`config.mk`:
```
export PLATFORM = sky130hd
export DESIGN_NAME = debounce2_flat
export DESIGN_NICKNAME = d
export VERILOG_FILES = /design/src/rtl/debounce2_if.sv /design/src/rtl/debounce2.sv /design/src/flat_wrapper.sv
export SDC_FILE = /design/constraint.sdc
export NUM_CORES = 1
export LEC_CHECK = 0
export CAP_MARGIN = 20
export CORE_ASPECT_RATIO = 1.4
export CORE_MARGIN = 2
export CORE_UTILIZATION = 35
export DETAILED_ROUTE_END_ITERATION = 6
export PLACE_DENSITY = 0.53
export SYNTH_ARGS = -nofsm -noshare
export SYNTH_HDL_FRONTEND = slang
export SYNTH_SLANG_ARGS = --single-unit
```
`constraint.sdc`:
```
create_clock -name clk -period 3.9 [get_ports clk]
set_input_delay 1.17 -clock clk [delete_from_list [all_inputs] [get_ports clk]]
set_output_delay 1.17 -clock clk [all_outputs]
set_load 0.03 [all_outputs]
```
`src/rtl/debounce2_if.sv`:
```
// Debounce2 channel bundle: raw inputs in, debounced levels and rising-edge pulses out.
interface debounce2_if;
  logic x0;
  logic x1;
  logic z0;
  logic z1;
  logic p0;
  logic p1;

  modport master (output x0, output x1, input z0, input z1, input p0, input p1);
  modport slave  (input x0, input x1, output z0, output z1, output p0, output p1);
endinterface

```
`src/rtl/debounce2.sv`:
```
// Two independent pushbutton debouncers: 2-flop synchronizer, stability counter,
// registered level output and a one-cycle pulse on each accepted rising level.
module debounce2 #(
  parameter int unsigned DB_CYCLES = 120000,
  parameter int unsigned CNT_W     = 17
) (
  input  logic        clk,
  input  logic        rst_n,
  debounce2_if.slave  bus
);

  typedef enum logic {
    ST_STABLE   = 1'b0,
    ST_COUNTING = 1'b1
  } state_e;

  localparam logic [CNT_W-1:0] CNT_LAST = CNT_W'(DB_CYCLES - 1);

  logic [1:0] x_s;
  logic [1:0] z_s;
  logic [1:0] p_s;

  assign x_s    = {bus.x1, bus.x0};
  assign bus.z0 = z_s[0];
  assign bus.z1 = z_s[1];
  assign bus.p0 = p_s[0];
  assign bus.p1 = p_s[1];

  for (genvar ch = 0; ch < 2; ch++) begin : g_ch
    logic             meta_q, meta_d;
    logic             s_q, s_d;
    state_e           state_q, state_d;
    logic [CNT_W-1:0] cnt_q, cnt_d;
    logic             z_q, z_d;
    logic             p_q, p_d;

    // Next-state: synchronizer shift, then count consecutive mismatches between s and z.
    always_comb begin
      meta_d  = x_s[ch];
      s_d     = meta_q;
      state_d = state_q;
      cnt_d   = cnt_q;
      z_d     = z_q;
      p_d     = 1'b0;
      case (state_q)
        ST_STABLE: begin
          if (s_q != z_q) begin
            if (cnt_q == CNT_LAST) begin
              z_d   = s_q;
              p_d   = s_q;
              cnt_d = '0;
            end else begin
              cnt_d   = cnt_q + CNT_W'(1);
              state_d = ST_COUNTING;
            end
          end else begin
            cnt_d = '0;
          end
        end
        ST_COUNTING: begin
          // Any agreement between s and z throws the partial count away.
          if (s_q == z_q) begin
            cnt_d   = '0;
            state_d = ST_STABLE;
          end else if (cnt_q == CNT_LAST) begin
            z_d     = s_q;
            p_d     = s_q;
            cnt_d   = '0;
            state_d = ST_STABLE;
          end else begin
            cnt_d = cnt_q + CNT_W'(1);
          end
        end
        default: begin
          cnt_d   = '0;
          state_d = ST_STABLE;
        end
      endcase
    end

    // Channel state register.
    always_ff @(posedge clk or negedge rst_n) begin
      if (!rst_n) begin
        meta_q  <= 1'b0;
        s_q     <= 1'b0;
        state_q <= ST_STABLE;
        cnt_q   <= '0;
        z_q     <= 1'b0;
        p_q     <= 1'b0;
      end else begin
        meta_q  <= meta_d;
        s_q     <= s_d;
        state_q <= state_d;
        cnt_q   <= cnt_d;
        z_q     <= z_d;
        p_q     <= p_d;
      end
    end

    assign z_s[ch] = z_q;
    assign p_s[ch] = p_q;
  end

endmodule

```
`src/flat_wrapper.sv`:
```
// flat-port wrapper written by rule: the top's interface ports become plain ports
module debounce2_flat 
#(
  parameter int unsigned DB_CYCLES = 120000,
  parameter int unsigned CNT_W     = 17
)
  (clk, rst_n, bus_x0, bus_x1, bus_z0, bus_z1, bus_p0, bus_p1);
  debounce2_if bus_i ();
  input  logic clk;
  input  logic rst_n;
  input wire logic [$bits(bus_i.x0)-1:0] bus_x0;
  input wire logic [$bits(bus_i.x1)-1:0] bus_x1;
  output wire logic [$bits(bus_i.z0)-1:0] bus_z0;
  output wire logic [$bits(bus_i.z1)-1:0] bus_z1;
  output wire logic [$bits(bus_i.p0)-1:0] bus_p0;
  output wire logic [$bits(bus_i.p1)-1:0] bus_p1;
  assign bus_i.x0 = bus_x0;
  assign bus_i.x1 = bus_x1;
  assign bus_z0 = bus_i.z0;
  assign bus_z1 = bus_i.z1;
  assign bus_p0 = bus_i.p0;
  assign bus_p1 = bus_i.p1;
  debounce2 #(.DB_CYCLES(DB_CYCLES), .CNT_W(CNT_W)) u_core (.clk(clk), .rst_n(rst_n), .bus(bus_i));
endmodule
```
# Yosys cells after proc, flatten, opt, wreduce, memory -nomap -nowiden

Index checks and enable logic that the tools add are counted.

Bits in registers: 44
Bits of input ports: 4
Logic and storage cells: 60

Add/subtract/negate cells: 2
Equality and inequality tests: 10
Mux-type cells: 32
Bitwise logic cells: 2
Reductions and logical operators: 2

Operator list:

| cell                    | count |
|---|---|
| $mux W17                | 6 |
| $pmux W17 S2            | 2 |
| $add A17 B1 Y17 const B | 2 |
| $eq A17 B17 Y1 const B  | 2 |
| $mux W1                 | 18 |
| $pmux W1 S2             | 6 |
| $ne A2 B1 Y1 const B    | 2 |
| $ne A2 B2 Y1 const B    | 2 |
| $reduce_and A2 Y1       | 2 |
| $eq A1 B1 Y1            | 2 |
| $ne A1 B1 Y1            | 2 |
| $not A1 Y1              | 2 |

# Depth between registers and ports, before layout

Gate-level depths: netlist (run 1).

Word-level depth: 4
Depth in mapped cells: 8
Depth with buffers taken out: 5

# Least setup slack after synthesis (run 1)

No wires, ideal clock.

Path kind: register to output
From: reg u_core.g_ch[0].z_q, in the netlist u_core.bus.z0
To: out bus_z0
Data arrival time: 0.548 ns
Required time: 2.730 ns
Slack: 2.182 ns
Stages on the path, launching flop included: 1
Path through: dfrtp_1

RTL lines:

| item                   | RTL line           | text |
|---|---|---|
| from (decl)            | debounce2.sv:34    | `logic z_q, z_d;` |
| from (signal assigned) | debounce2.sv:95    | `z_q <= z_d;` |
| to (decl)              | flat_wrapper.sv:13 | `output wire logic [$bits(bus_i.z0)-1:0] bus_z0;` |

No word-level cell between the ends.

# Final worst setup path (run 1)

From: reg u_core.g_ch[0].z_q, in the netlist u_core.bus.z0
To: out bus_z0

No word-level cell between the ends.

==> results of run 1 <==
## cell usage after synthesis, drive strengths merged, types with 3 or more instances
cell and count:
xnor2 13, nand4 13, and4 3, nor3 6, nor4 6, or3 4, nand2 9, nand3 14
or2 3, o21ai 3, a21oi 6, xor2 14, dfrtp 42, buf 5, nor2 30, and3 4
## layout make-up
cell class,instances,share of cell area
tap,68,0.0387
inverter,1,0.00171
clock inverter,1,0.0137
timing repair buffer,7,0.0296
multi-input combinational,143,0.403
sequential,42,0.478
clock buffer,7,0.0347
## per-layer routing
metal  part of all wire  global-route usage
met1               0.43               0.157
met2               0.53               0.233
met3              0.027              0.0328
met4             0.0084              0.0459
met5                  0                   0
## worst paths after layout
| path | startpoint | to | slack, ns |
|---|---|---|---|
| setup / recovery | u_core.bus.z0 | bus_z0 | 1.31 |
| hold / removal | u_core.g_ch[1].meta_q | u_core.g_ch[1].s_q | 0.36 |
| setup reg to reg | u_core.g_ch[1].cnt_q[0] | u_core.g_ch[1].cnt_q[6] | 1.90 |
| hold reg to reg | u_core.g_ch[1].meta_q | u_core.g_ch[1].s_q | 0.36 |
| max in group asynchronous | rst_n | u_core.g_ch[1].cnt_q[10] | 2.30 |
| min in group asynchronous | rst_n | u_core.g_ch[0].cnt_q[14] | 1.02 |
## registers in the layout (all words and copies together), names as in the netlist
signal              flops
u_core.g_ch.cnt_q      34
u_core.g_ch.meta_q      2
u_core.g_ch.s_q         2
u_core.bus.p0           1
u_core.bus.p1           1
u_core.bus.z0           1
u_core.bus.z1           1
## logic make-up (layout without fill, tap and decap cells)
kind of cell,Yosys count,in the layout,synth area share
and+or+nand+nor,98,98,0.261
DFF,42,42,0.535
xor gates and xnor gates,27,27,0.120
AOI/OAI and AO/OA,13,13,0.0401
buffers and inverters,6,16,0.0146
muxes,3,3,0.0165
adders and majority gates,2,2,0.0127
## stage by stage
| stage | cell area (sq um) | hold slack [ns] |
|---|---|---|
| 2_1_floorplan | 1970 | 0.331 |
| 3_3_place_gp | 2090 | 0.340 |
| 3_5_place_dp | 2090 | 0.340 |
| 4_1_cts | 2200 | 0.358 |
| 5_1_grt | 2200 | 0.367 |
| 6_report | 2200 | 0.355 |
## power breakdown
part           switching, uW  internal (uW)  leakage [uW]
logic                   19.5           9.16      0.000260
registers               8.29            442      0.000573
clock network            141            192     0.0000524
==> run_results.csv, run 1 <==
group,metric,value,unit
run_status,run_status,"finished, final reports clean",
clocking,cts_tree,"built",
setup_path,critPathRequiredTime,2.73,ns
clocking,clk_pin_slew_worst_paths,0.08,ns
logic_synthesis,synth_ff_type,"dfrtp_1",
setup_path,crit_cells,1,
logic_synthesis,netlist_instances,191,
setup_path,worst-setup-path-type,"reg -> out",
clocking,cts_sinks,42,
setup_path,ff2ff_path_depth,5,
layout,regArea,0.00105,sq mm
floorplanning,die_height,92.7,um
pwr,max-vdd-ir-drop,214,uV
clocking,max-clock-path-buffers,2,
layout,drive_gt1_frac,0.0697,
floorplanning,die_w,67.3,um
clocking,clock_latency,0.29,ns
logic_synthesis,ys_ff_latch,42,
sta,rsz0062_at_grt,"false",
sta,hold_violations,0,
drt,vias_per_cell,5.20,
clocking,cts_setup_buffers,0,
logic_synthesis,synth.distinct_cells,30,
setup_path,critPathBufInv,1,
logic_synthesis,synth_top_area_cell,"dfrtp_1",
flow_run,maxCapViolations,0,
sta,slew_violations,0,
setup_path,critPathMaxFanout,5,
setup_path,critPathArrivalTime,1.42,ns
global_route,grt_use_total,0.134,
layout,nets,206,
sta,setup_viol,0,
layout,syn_to_final_growth,11.8,%
clocking,cts_inserted_buffers,5,
layout,fill_cells,549,
worst_hold_path,hold_depth,0,
clocking,cts-root-buf,"clkbuf_8",
floorplanning,die_area,0.00624,sq mm
setup_path,path_cells,"clkdlybuf4s50_1",
layout,layout_commonest_cell,"dfrtp_1",
floorplanning,start_util,0.358,
drt,antenna_left,0,
logic_synthesis,syn_nets,197,
clocking,cts-resized-gates,0,
logic_synthesis,syn-cell-area,0.00197,sq mm
drt,drc,0,
logic_synthesis,synth_top_area_share,0.535,
sta,min_period,2.59,ns
global_route,grt_pass1_wl,6340,um
worst_hold_path,hp-class,"reg -> reg",
place,hpwl,2510,um
layout,fin_cells,269,
logic_synthesis,synth-edff-count,0,
setup_path,max_stage_delay,0.70,ns
global_route,grt_overflow,0,
drt,dr_total_vias,1400,
place,dpl.cell_count,261,
drt,routedWlPerCell,13.7,um
sta,fin_worst_skew,0.00614,ns
floorplanning,core,0.00549,sq mm
sta,worst-slew-pin-transition,0.931,ns
layout,num_antenna_cells,0,
global_route,grt_pass1_vias,1369,
place,place_ws,1.62,ns
floorplanning,ioPinCount,8,
sta,fin_ws,1.31,ns
sta,fin_setup_tns,0,ns
drt,routed_wl,3690,um
drt,drt-initial-drc-count,82,
sta,fmax,387,MHz
clocking,cts_hold_buf,0,
pwr,p_leak,0.000886,uW
pwr,finalPower,812,uW
logic_synthesis,ys_warn_count,0,
global_route,antenna_found_initial,0,
logic_synthesis,synth_area_leaders,"dfrtp_1 53%, xor2_1 6.2%, xnor2_1 5.8%",
sta,fin_crit_sh,0.663,
place,gp_congestion,0.749,
logic_synthesis,async_flop_share,1.00,
setup_path,end_kind,"output port",
layout,final_cell_mix,"42 x dfrtp_1, 30 x nor2_1, 14 x nand3_1, 14 x xor2_1, 13 x xnor2_1",
layout,post-route-util,0.401,
layout,multiInputGateArea,886,sq um
logic_synthesis,ys_seq_area_frac,0.535,
floorplanning,std_cell_rows,32,
setup_path,crit_family,"buffers and inverters",
logic_synthesis,synth_area_per_cell,10.3,sq um
global_route,grt_max_degree,43,
sta,slew_headroom,0.380,
setup_path,critical_path.startpoint_type,"register",
drt,drt_pass1_iterations,4,
pwr,power.density,370,mW/mm^2
setup_path,slowest_stage,"clkdlybuf4s50_1",
clocking,htreeDepth,2,
place,port_buffers,7,
Note: power is estimated with default switching activity, not from simulation.
==> run 2: changes to the inputs <==
Settings changed: PLACE_DENSITY 0.53 to 0.55.
Clock period 3.9 ns to 2.1 ns, I/O delays scaled along.
==> run 2 against run 1 <==
Largest power group unchanged. Worst setup slack worse by 1.2 ns. Utilization about the same. Largest cell class unchanged. Sequential share of layout area fell by 0.054 points. Clock skew decreased by 0.0038 ns. Critical endpoint is now bus_z1. Die area is the same.
==> run_results.csv, run 2 (synthesis results as in run 1) <==
group,metric,value,unit
run_status,run_status,"finished, final reports clean",
setup_path,ff2ff_path_depth,5,
setup_path,crit_cells,1,
setup_path,reg2reg_slack,0.26,ns
global_route,grt_pass1_vias,1463,
global_route,grt_use_total,0.141,
sta,slew_violations,0,
sta,worst-slew-pin-transition,0.515,ns
sta,fin_crit_sh,0.952,
setup_path,crit_family,"buffers and inverters",
layout,fill_cells,526,
layout,layout_commonest_cell,"dfrtp_1",
sta,setup_viol,0,
sta,hold_violations,0,
clocking,cts_setup_buffers,0,
sta,fin_setup_tns,0,ns
floorplanning,die_area,0.00624,sq mm
sta,fin_ws,0.101,ns
floorplanning,ioPinCount,8,
drt,vias_per_cell,5.25,
pwr,power.density,645,mW/mm^2
drt,drc,0,
layout,drive_gt1_frac,0.0837,
floorplanning,core,0.00549,sq mm
setup_path,critPathArrivalTime,1.37,ns
clocking,cts_sinks,42,
sta,fmax,500,MHz
setup_path,max_stage_delay,0.69,ns
layout,largestRegisters,"u_core.g_ch.cnt_q x34, u_core.g_ch.meta_q x2, u_core.g_ch.s_q x2",
pwr,p_leak,0.000910,uW
setup_path,cp-endpoint,"bus_z1",
clocking,max-clock-path-buffers,2,
setup_path,end_kind,"output port",
floorplanning,start_util,0.358,
layout,largest_reg_flops,34,
drt,drt-initial-drc-count,79,
drt,routedWlPerCell,13.7,um
layout,syn_to_final_growth,11.9,%
setup_path,worst-setup-path-type,"reg -> out",
setup_path,critPathRequiredTime,1.47,ns
clocking,cts_hold_buf,0,
floorplanning,die_height,92.7,um
global_route,grt_pass1_wl,6650,um
flow_run,maxCapViolations,0,
setup_path,critPathMaxFanout,4,
pwr,max-vdd-ir-drop,356,uV
place,port_buffers,7,
sta,min_period,2.00,ns
global_route,antenna_found_initial,0,
sta,slew_headroom,0.656,
sta,worst_hold_slack,0.358,ns
setup_path,r2r_end,"u_core.g_ch[1].cnt_q[16]",
setup_path,critical_path.startpoint_type,"register",
layout,nets,208,
setup_path,rr_startpoint,"u_core.g_ch[1].cnt_q[0]",
layout,final_cell_mix,"42 x dfrtp_1, 30 x nor2_1, 14 x nand3_1, 14 x xor2_1, 13 x xnor2_1",
drt,dr_total_vias,1424,
clocking,htreeDepth,2,
layout,regArea,0.00105,sq mm
layout,multiInputGateArea,886,sq um
drt,antenna_left,0,
setup_path,startpoint,"u_core.bus.z1",
drt,drt_pass1_iterations,4,
layout,largest_register,"u_core.g_ch.cnt_q",
floorplanning,std_cell_rows,32,
layout,num_antenna_cells,0,
sta,fin_worst_skew,0.00232,ns
clocking,cts_inserted_buffers,5,
place,gp_congestion,0.794,
drt,routed_wl,3700,um
place,dpl.cell_count,263,
setup_path,slowest_stage,"clkdlybuf4s50_1",
setup_path,path_cells,"clkdlybuf4s50_1",
place,place_ws,0.257,ns
clocking,clk_pin_slew_worst_paths,0.07,ns
clocking,clock_latency,0.29,ns
global_route,grt_overflow,0,
sta,rsz0062_at_grt,"false",
clocking,cts_tree,"built",
setup_path,critPathBufInv,1,
global_route,grt_max_degree,43,
place,hpwl,2550,um
clocking,cts-root-buf,"clkbuf_8",
layout,fin_cells,271,
worst_hold_path,hp-class,"reg -> reg",
floorplanning,die_w,67.3,um
clocking,cts-resized-gates,0,
-- run 2: power breakdown --
group	internal [uW]	leakage, uW	switching, uW
Sequential	821	0.000573	14.9
Clock	265	0.0000482	261
Combinational	19.5	0.000289	36.5
-- run 2: worst min-delay path by stage --
stage,end,cells after the start,slack [ns],start
2_1_floorplan,u_core.bus.p0,0,0.33,rst_n
3_3_place_gp,u_core.g_ch[0].s_q,0,0.33,u_core.g_ch[0].meta_q
5_1_grt,u_core.g_ch[1].s_q,0,0.36,u_core.g_ch[1].meta_q
3_5_place_dp,u_core.g_ch[1].s_q,0,0.34,u_core.g_ch[1].meta_q
4_1_cts,u_core.g_ch[1].s_q,0,0.36,u_core.g_ch[1].meta_q
6_report,u_core.g_ch[1].s_q,0,0.36,u_core.g_ch[1].meta_q
-- run 2: final cells by class --
cell class / count / share of cell area
inverters: 1 / 0.00171
clock inverters: 1 / 0.00228
multi-input cells: 143 / 0.403
flip-flops and latches: 42 / 0.478
clock buffers: 7 / 0.0392
repair buffers: 9 / 0.0375
well taps: 68 / 0.0387
-- run 2: per-layer routing --
layer  vias up  global-route usage  routed length (um)
met3         9              0.0365                  80
li1        698                   -                   -
met5         -                   0                   0
met2        17               0.249                1990
met4         0              0.0561                  80
met1       700               0.156                1550
-- run 2: stage by stage --
step | util | area, sq um | total power [uW]
floorplan | - | 1970 | 878
global placement | 0.384 | 2110 | 911
detailed placement | 0.384 | 2110 | 912
CTS | 0.401 | 2200 | 1450
global route | 0.401 | 2200 | 1500
finish | 0.401 | 2200 | 1420
==> run 3: changes to the inputs <==
Settings changed: DONT_BUFFER_PORTS set to 1, PLACE_DENSITY 0.55 to 0.53.
==> run 3 against run 2 <==
Non-clock buffer count fell by 6. Power rose by 5.8%. Critical path depth rose by 4. Clock-buffer cell count did not move. Worst setup slack improved by 0.16 ns. Maximum frequency rose by 8.5%. Wire length fell by 1.4%. Register-to-register slack barely moved. Utilization fell by 0.73 points.
==> run_results.csv, run 3 (synthesis results as in run 1) <==
group,metric,value,unit
run_status,run_status,"finished, final reports clean",
sta,setup_viol,0,
layout,largest_reg_flops,34,
sta,fmax,543,MHz
layout,drive_gt1_frac,0.0711,
drt,routed_wl,3650,um
floorplanning,die_w,67.3,um
place,gp_congestion,0.751,
global_route,grt_pass1_vias,1355,
layout,nets,202,
setup_path,critPathRequiredTime,2.31,ns
sta,slew_violations,0,
flow_run,maxCapViolations,0,
layout,layout_commonest_cell,"dfrtp_1",
pwr,finalPower,1500,uW
clocking,cts_inserted_buffers,5,
layout,syn_to_final_growth,9.87,%
floorplanning,die_area,0.00624,sq mm
place,hpwl,2470,um
layout,final_cell_mix,"42 x dfrtp_1, 30 x nor2_1, 14 x nand3_1, 14 x xor2_1, 13 x xnor2_1",
drt,antenna_left,0,
sta,worst-slew-pin-transition,0.504,ns
setup_path,critical_path.startpoint_type,"register",
sta,rsz0062_at_grt,"false",
sta,worst_hold_slack,0.0296,ns
drt,routedWlPerCell,13.8,um
sta,fin_setup_tns,0,ns
global_route,grt_overflow,0,
layout,num_antenna_cells,0,
place,port_buffers,0,
pwr,p_leak,0.000873,uW
drt,drc,0,
drt,vias_per_cell,5.14,
global_route,grt_max_degree,43,
setup_path,path_cells,"ha_1 > nand3_1 > or2_0 > or4_1 > a21oi_1",
layout,fill_cells,540,
setup_path,worst-setup-path-type,"reg -> reg",
clocking,cts-resized-gates,0,
clocking,cts_tree,"built",
floorplanning,ioPinCount,8,
drt,drt_pass1_iterations,4,
layout,largest_register,"u_core.g_ch.cnt_q",
clocking,cts_sinks,42,
sta,slew_headroom,0.663,
sta,hold_violations,0,
floorplanning,std_cell_rows,32,
setup_path,critPathMaxFanout,8,
setup_path,slowest_stage,"or4_1",
floorplanning,die_height,92.7,um
drt,dr_total_vias,1363,
setup_path,reg2reg_slack,0.26,ns
clocking,htreeDepth,2,
clocking,clock_latency,0.29,ns
floorplanning,core,0.00549,sq mm
floorplanning,start_util,0.358,
sta,min_period,1.84,ns
sta,fin_worst_skew,0.00885,ns
setup_path,end_kind,"register",
global_route,antenna_found_initial,0,
pwr,power.density,695,mW/mm^2
layout,largestRegisters,"u_core.g_ch.cnt_q x34, u_core.g_ch.meta_q x2, u_core.g_ch.s_q x2",
clocking,clk_pin_slew_worst_paths,0.08,ns
setup_path,max_stage_delay,0.50,ns
clocking,max-clock-path-buffers,2,
global_route,grt_use_total,0.134,
clocking,cts-root-buf,"clkbuf_8",
setup_path,critPathBufInv,0,
drt,drt-initial-drc-count,48,
setup_path,crit_family,"simple AND/OR/NAND/NOR gates",
worst_hold_path,hp-class,"in -> async",
setup_path,critPathArrivalTime,2.05,ns
global_route,grt_pass1_wl,6250,um
clocking,cts_setup_buffers,0,
pwr,max-vdd-ir-drop,379,uV
sta,fin_crit_sh,0.877,
[run 3: cell type report]
cell class | instances | area (sq um) | area share
clock buffers | 7 | 76.3 | 0.0353
clock inverters | 1 | 30.0 | 0.0139
inverters | 1 | 3.75 | 0.00174
multi-input cells | 143 | 886 | 0.410
flip-flops and latches | 42 | 1050 | 0.487
well taps | 68 | 85.1 | 0.0394
repair buffers | 3 | 27.5 | 0.0127
[run 3: through the flow]
stage,setup WS (ns),util,instance area (sq um),instances
CTS,0.258,0.390,2140,263
global placement,0.319,0.371,2030,255
global route,0.119,0.394,2160,265
floorplan,0.407,-,1970,191
finish,0.258,0.394,2160,265
detailed placement,0.272,0.371,2030,255
[run 3: path summary, 6_finish.rpt]
check	start	endpoint	cells past startpoint
setup / recovery	u_core.g_ch[1].cnt_q[0]	u_core.g_ch[1].cnt_q[16]	5
hold / removal	rst_n	u_core.bus.z0	0
setup reg to reg	u_core.g_ch[1].cnt_q[0]	u_core.g_ch[1].cnt_q[16]	5
hold reg to reg	u_core.g_ch[0].meta_q	u_core.g_ch[0].s_q	0
max in group asynchronous	rst_n	u_core.g_ch[0].cnt_q[13]	1
min in group clk	u_core.g_ch[0].meta_q	u_core.g_ch[0].s_q	0
[run 3: metal layers]
| metal | up-vias | track usage | routed length, um |
|---|---|---|---|
| met1 | 665 | 0.153 | 1560 |
| met2 | 10 | 0.231 | 1970 |
| met4 | 0 | 0.0459 | 36 |
| li1 | 683 | - | - |
| met5 | - | 0 | 0 |
| met3 | 5 | 0.0401 | 80 |
[run 3: power by group]
| part | leakage (uW) | total, uW | internal, uW | switching (uW) |
|---|---|---|---|---|
| registers | 0.000573 | 836 | 821 | 14.3 |
| clock network | 0.0000524 | 620 | 356 | 264 |
| logic | 0.000248 | 45.4 | 17.0 | 28.4 |
[run 3: worst reg2reg max path: cells and delay by family (launching register included)]
family	cells	cell delay, ns
adders and majority gates	1	0.34
and+or+nand+nor	3	0.87
AOI/OAI and AO/OA	1	0.15
DFF	1	0.42
[run 3: what timing repair did]
item	in CTS	in global routing
endpoints found under the setup margin	0	0
endpoints found under the hold margin	0	11
hold buffers	0	2
